--- src/rtl/n_term_probe.sv ---
// North-edge terminator with loopback plus a masked-trigger capture probe drained over valid/ready.
// Optional N_TERM_PROBE_LOOPBACK_REG_EN flops the S* loopback outputs (1 cycle latency, reset 0).

module n_term_probe_fifo #(
  parameter int W     = 29,
  parameter int DEPTH = 4
) (
  input  logic         clk,
  input  logic         rst_n,
  input  logic         i_flush,
  input  logic         i_wr_vld,
  input  logic [W-1:0] i_wr_dat,
  input  logic         i_rd_rdy,
  output logic [W-1:0] o_rd_dat,
  output logic [4:0]   o_count
);
  localparam int AW = (DEPTH > 1) ? $clog2(DEPTH) : 1;
  localparam logic [4:0] LP_FULL = 5'(DEPTH);

  logic [W-1:0]  r_mem [DEPTH];
  logic [AW-1:0] r_wr_ptr;
  logic [AW-1:0] r_rd_ptr;
  logic [4:0]    r_count;
  logic          w_push;
  logic          w_pop;

  // Guards make overflow/underflow impossible even if a caller misbehaves.
  assign w_push = i_wr_vld && (r_count != LP_FULL);
  assign w_pop  = i_rd_rdy && (r_count != 5'd0);

  always_ff @(posedge clk or negedge rst_n) begin
    if (!rst_n) begin
      r_wr_ptr <= '0;
      r_rd_ptr <= '0;
      r_count  <= 5'd0;
    end else if (i_flush) begin
      r_wr_ptr <= '0;
      r_rd_ptr <= '0;
      r_count  <= 5'd0;
    end else begin
      if (w_push) r_wr_ptr <= r_wr_ptr + AW'(1);
      if (w_pop)  r_rd_ptr <= r_rd_ptr + AW'(1);
      case ({w_push, w_pop})
        2'b10:   r_count <= r_count + 5'd1;
        2'b01:   r_count <= r_count - 5'd1;
        default: r_count <= r_count;
      endcase
    end
  end

  always_ff @(posedge clk or negedge rst_n) begin
    if (!rst_n) begin
      for (int i = 0; i < DEPTH; i++) r_mem[i] <= '0;
    end else if (w_push && !i_flush) begin
      r_mem[r_wr_ptr] <= i_wr_dat;
    end
  end

  assign o_rd_dat = r_mem[r_rd_ptr];
  assign o_count  = r_count;
endmodule

module n_term_probe #(
  parameter int DEPTH = 4
) (
  input  logic        CLK,
  input  logic        resetn,
  input  logic [3:0]  N1END,
  input  logic [7:0]  N2MID,
  input  logic [7:0]  N2END,
  input  logic [15:0] N4END,
  input  logic        Ci,
  output logic [3:0]  S1BEG,
  output logic [7:0]  S2BEG,
  output logic [7:0]  S2BEGb,
  output logic [15:0] S4BEG,
  input  logic        arm,
  input  logic        abort,
  input  logic [28:0] trig_mask,
  input  logic [28:0] trig_value,
  output logic        probe_valid,
  input  logic        probe_ready,
  output logic [31:0] probe_data,
  output logic [4:0]  probe_count,
  output logic        busy
);
  typedef enum logic [1:0] {ST_IDLE, ST_ARMED, ST_CAPTURE, ST_DRAIN} state_t;

  localparam logic [4:0] LP_LAST = 5'(DEPTH - 1);

  state_t      r_state;
  logic        r_busy;
  logic        r_probe_valid;
  logic [28:0] w_sample;
  logic        w_match;
  logic        w_wr;
  logic        w_pop;
  logic [28:0] w_rd_dat;
  logic [4:0]  w_count;

  assign w_sample = {Ci, N4END, N2END, N1END};
  assign w_match  = ((w_sample ^ trig_value) & trig_mask) == 29'd0;
  assign w_wr     = !abort && (((r_state == ST_ARMED) && w_match) || (r_state == ST_CAPTURE));
  assign w_pop    = r_probe_valid && probe_ready;

  n_term_probe_fifo #(.W(29), .DEPTH(DEPTH)) u_fifo (
    .clk      (CLK),
    .rst_n    (resetn),
    .i_flush  (abort),
    .i_wr_vld (w_wr),
    .i_wr_dat (w_sample),
    .i_rd_rdy (w_pop),
    .o_rd_dat (w_rd_dat),
    .o_count  (w_count)
  );

  // Capture ends on the write that fills the FIFO, so DRAIN starts DEPTH cycles after the match.
  always_ff @(posedge CLK or negedge resetn) begin
    if (!resetn) begin
      r_state       <= ST_IDLE;
      r_busy        <= 1'b0;
      r_probe_valid <= 1'b0;
    end else if (abort) begin
      r_state       <= ST_IDLE;
      r_busy        <= 1'b0;
      r_probe_valid <= 1'b0;
    end else begin
      case (r_state)
        ST_IDLE: begin
          if (arm) begin
            r_state <= ST_ARMED;
            r_busy  <= 1'b1;
          end
        end
        ST_ARMED: begin
          if (w_match) r_state <= ST_CAPTURE;
        end
        ST_CAPTURE: begin
          if (w_count == LP_LAST) begin
            r_state       <= ST_DRAIN;
            r_probe_valid <= 1'b1;
          end
        end
        ST_DRAIN: begin
          if (w_pop && (w_count == 5'd1)) begin
            r_state       <= ST_IDLE;
            r_busy        <= 1'b0;
            r_probe_valid <= 1'b0;
          end
        end
        default: begin
          r_state       <= ST_IDLE;
          r_busy        <= 1'b0;
          r_probe_valid <= 1'b0;
        end
      endcase
    end
  end

  assign probe_valid = r_probe_valid;
  assign probe_data  = {3'b000, w_rd_dat};
  assign probe_count = w_count;
  assign busy        = r_busy;

`ifdef N_TERM_PROBE_LOOPBACK_REG_EN
  logic [3:0]  r_s1;
  logic [7:0]  r_s2;
  logic [7:0]  r_s2b;
  logic [15:0] r_s4;

  always_ff @(posedge CLK or negedge resetn) begin
    if (!resetn) begin
      r_s1  <= '0;
      r_s2  <= '0;
      r_s2b <= '0;
      r_s4  <= '0;
    end else begin
      r_s1  <= N1END;
      r_s2  <= N2MID;
      r_s2b <= N2END;
      r_s4  <= N4END;
    end
  end

  assign S1BEG  = r_s1;
  assign S2BEG  = r_s2;
  assign S2BEGb = r_s2b;
  assign S4BEG  = r_s4;
`else
  assign S1BEG  = N1END;
  assign S2BEG  = N2MID;
  assign S2BEGb = N2END;
  assign S4BEG  = N4END;
`endif
endmodule

--- config.mk ---
export PLATFORM = sky130hd
export DESIGN_NAME = n_term_probe
export DESIGN_NICKNAME = d
export VERILOG_FILES = /design/src/rtl/n_term_probe.sv
export SDC_FILE = /design/constraint.sdc
export NUM_CORES = 1
export LEC_CHECK = 0
export BUFFER_PORTS_ARGS = -buffer_cell sky130_fd_sc_hd__buf_2
export CAP_MARGIN = 20
export CORE_MARGIN = 2
export CORE_UTILIZATION = 58
export DETAILED_ROUTE_END_ITERATION = 10
export MAX_ROUTING_LAYER = met4
export PLACE_DENSITY = 0.9
export SETUP_SLACK_MARGIN = 0.05
export SKIP_CTS_REPAIR_TIMING = 1
export SLEW_MARGIN = 10
export SYNTH_ARGS = -nofsm -noshare
export SYNTH_HDL_FRONTEND = slang
export SYNTH_SLANG_ARGS = --single-unit
--- constraint.sdc ---
create_clock -name CLK -period 4.5 [get_ports CLK]
set_input_delay 1.35 -clock CLK [delete_from_list [all_inputs] [get_ports CLK]]
set_output_delay 1.35 -clock CLK [all_outputs]
set_load 0.05 [all_outputs]
==> run_results.csv <==
group,metric,value,unit
place,place_hpwl,12.1,mm
routing,antenna_left,0,
place,placed_area,0.00737,mm^2
worst_setup_path,critPathLaunchType,"primary input",
worst_setup_path,crit_chain,"buf_2, xor2_1, a22oi_1, nand4_1, nor4_2, or2_1, nand3_2, buf_4, mux2_1",
timing,fin_tns_setup,0,ns
floorplan,start_util,59.4,%
timing,worst_pin_slew,0.821,ns
yosys,postSynthCellCount,494,
yosys,synth.ff_latch_count,129,
timing,min_period_over_period,81.0,%
routing,drt_iter0_markers,434,
floorplan,ios,175,
worst_setup_path,cp_max_fo,29,
global_routing,grt_overflow_total,0,
timing,slew_violations,0,
yosys,synthSimpleGateAreaFrac,4.69,%
yosys,synth_top_family_by_area,"multiplexers",
floorplan,core,0.0114,mm^2
flow_run,drv_cap,0,
worst_setup_path,rr_endpoint,"u_fifo.r_mem[106]$_DFFE_PN0P_",
cts,cts_max_path_buffers,2,
outcome,status,"complete, no violations",
cts,cts_tree,"done",
power_and_ir_drop,ir_drop,0.383,mV
place,place.gp.congestion,0.889,
worst_setup_path,critical-path-max-stage-delay,0.54,ns
power_and_ir_drop,p_leak,0.00402,uW
yosys,syn-cell-area,0.00676,mm^2
timing,finalHoldViolCount,0,
yosys,seq_area_frac_synth,47.8,%
worst_setup_path,crit_type,"in -> reg",
timing,fin_skew,0.00774,ns
yosys,synth_mux_area_share,29.8,%
worst_setup_path,endpoint,"u_fifo.r_mem[106]$_DFFE_PN0P_",
worst_setup_path,r2r_slack,1.95,ns
global_routing,antenna_found_initial,0,
cells_and_area,final_cell_mix,"buf_2, dfrtp_1, mux2_2",
global_routing,grt.total_usage,29.1,%
routing,drcViolationCount,0,
worst_setup_path,cp.required,4.80,ns
cells_and_area,antenna_cells,0,
yosys,synth_edf_count,0,
routing,wl_per_cell,22.5,um
cells_and_area,area_growth,18.3,%
global_routing,grt_pass1_vias,5011,
cts,cts.sink_count,129,
floorplan,die_height,112,um
cells_and_area,final_nets,734,
timing,maxSlewHeadroom,44.9,%
worst_setup_path,reg2reg_depth,8,
place,portBuffers,155,
cells_and_area,drive_gt1_share,49.1,%
power_and_ir_drop,powerDensity,550,mW/mm^2
timing,final.min_clock_period,3.64,ns
worst_setup_path,r2r-start,"r_state[1]$_DFFE_PN0P_",
worst_setup_path,crit_start,"N4END[2]",
yosys,ys.warnings.count,0,
cells_and_area,final_common_cell,"buf_2",
routing,viasPerCell,6.04,
cts,root_buffer,"clkbuf_16",
floorplan,die_w,112,um
routing,routed_wl,17.5,mm
global_routing,grt_max_degree,80,
timing,finalSetupViolCount,0,
routing,first_pass_iters,7,
yosys,synth_xor_area_share,4.28,%
place,placedCellCount,745,
cells_and_area,layout.cells.non_filler,778,
floorplan,die_area,0.0125,mm^2
global_routing,grt_pass1_wl,26.7,mm
routing,route.vias.total,4703,
yosys,synth_cell_types,41,
yosys,postSynthAreaPerCell,13.7,um^2
cells_and_area,fin_area,0.00799,mm^2
yosys,synth-async-reset-ratio,100,%
timing,grt_setup_unrepaired,"false",
worst_setup_path,crit_slowest_cell,"a22oi_1",
worst_setup_path,cp-end-kind,"flop",
worst_setup_path,arrival,3.94,ns
yosys,synth-compound-area-share,4.13,%
floorplan,num_rows,39,
cts,cts-htree-levels,4,
cts,numCtsBuffers,17,
min_path,hold_path.class,"reg -> reg",
yosys,synth_ff_type,"dfrtp_1",
yosys,synthAdderAreaFrac,2.22,%
timing,fmax,0.274,GHz
cts,path_clk_slew,0.06,ns
cts,clk_latency,0.42,ns
-- where the power goes --
group	leakage, uW	switching (uW)	internal, uW	total [uW]
combinational	0.00199	991	516	1510
clock	0.000290	499	898	1400
sequential	0.00174	135	1360	1490
total	0.00402	1620	2770	4400
-- worst max-delay path, delay by kind of cell --
family	cells	cell delay (ns)
xor+xnor	1	0.14
mux	1	0.38
compound gates	1	0.54
buf+inv	2	0.44
simple gates	4	1.09
-- per-stage QoR --
stage	power [uW]	hold WS, ns	setup slack [ns]	util, %
final	4400	0.489	0.856	70.3
after detailed placement	2990	0.479	0.521	64.8
after floorplan	2640	0.459	1.29	-
after global routing	4540	0.511	0.750	70.3
after CTS	4390	0.492	0.861	70.1
after global placement	2930	0.468	0.583	64.8
-- worst min-delay path by stage --
stage | from | end | cells after the start
5_1_grt | u_fifo.r_mem[57]$_DFFE_PN0P_ | u_fifo.r_mem[57]$_DFFE_PN0P_ | 1
2_1_floorplan | u_fifo.r_mem[48]$_DFFE_PN0P_ | u_fifo.r_mem[48]$_DFFE_PN0P_ | 1
3_3_place_gp | u_fifo.r_mem[52]$_DFFE_PN0P_ | u_fifo.r_mem[52]$_DFFE_PN0P_ | 1
6_report | u_fifo.r_mem[63]$_DFFE_PN0P_ | u_fifo.r_mem[63]$_DFFE_PN0P_ | 1
4_1_cts | u_fifo.r_mem[56]$_DFFE_PN0P_ | u_fifo.r_mem[56]$_DFFE_PN0P_ | 1
3_5_place_dp | u_fifo.r_mem[56]$_DFFE_PN0P_ | u_fifo.r_mem[56]$_DFFE_PN0P_ | 1
-- flip-flops by register name, indices dropped and copies added, names as in the netlist --
name,cells
r_state,2
u_fifo.o_count,5
busy,1
u_fifo.r_rd_ptr,2
u_fifo.r_wr_ptr,2
u_fifo.r_mem,116
probe_valid,1
-- cells by family after synthesis --
group | after synthesis
and+or+nand+nor | 60
AOI/OAI and AO/OA | 40
muxes | 150
DFF | 129
adders and majority gates | 12
buffers and inverters | 69
other | 1
xor gates and xnor gates | 33
-- cell type report --
type / instances / area (um^2)
clock buffer: 22 / 464
multi-input combinational: 298 / 3060
fill: 728 / 3380
inverter: 8 / 30.0
timing repair buffer: 168 / 896
clock inverter: 10 / 134
tap: 143 / 179
sequential: 129 / 3230
-- synthesized netlist by cell type, types with 2 or more instances --
master,n,share of area [%]
a21oi_1,6,0.44
a222oi_1,2,0.30
a22oi_1,17,1.9
a31oi_1,2,0.19
buf_1,3,0.17
buf_2,4,0.30
buf_4,40,4.4
buf_6,8,1.3
clkbuf_1,6,0.33
dfrtp_1,129,48
ha_1,12,2.2
inv_1,8,0.44
mux2_1,40,6.7
mux2_2,80,13
mux4_2,29,9.7
nand2_1,17,0.94
nand2b_1,3,0.28
nand3_1,3,0.22
nand3_2,4,0.59
nand4_1,7,0.65
nor2_1,13,0.72
nor3_1,5,0.37
nor4_1,2,0.19
o21ai_0,5,0.37
o21bai_1,2,0.22
xnor2_1,3,0.39
xor2_1,30,3.9
-- routing by layer --
metal  share of wire (%)  up-vias  global-route usage, %  wire (um)
met4                 2.5        0                   9.96        431
met1                  38     2382                   34.1       6630
li1                    -     2027                      -          -
met2                  52      253                   48.0       9060
met5                   0        -                      -          0
met3                 8.0       41                   8.98       1400
(Power assumes the default switching activity.)
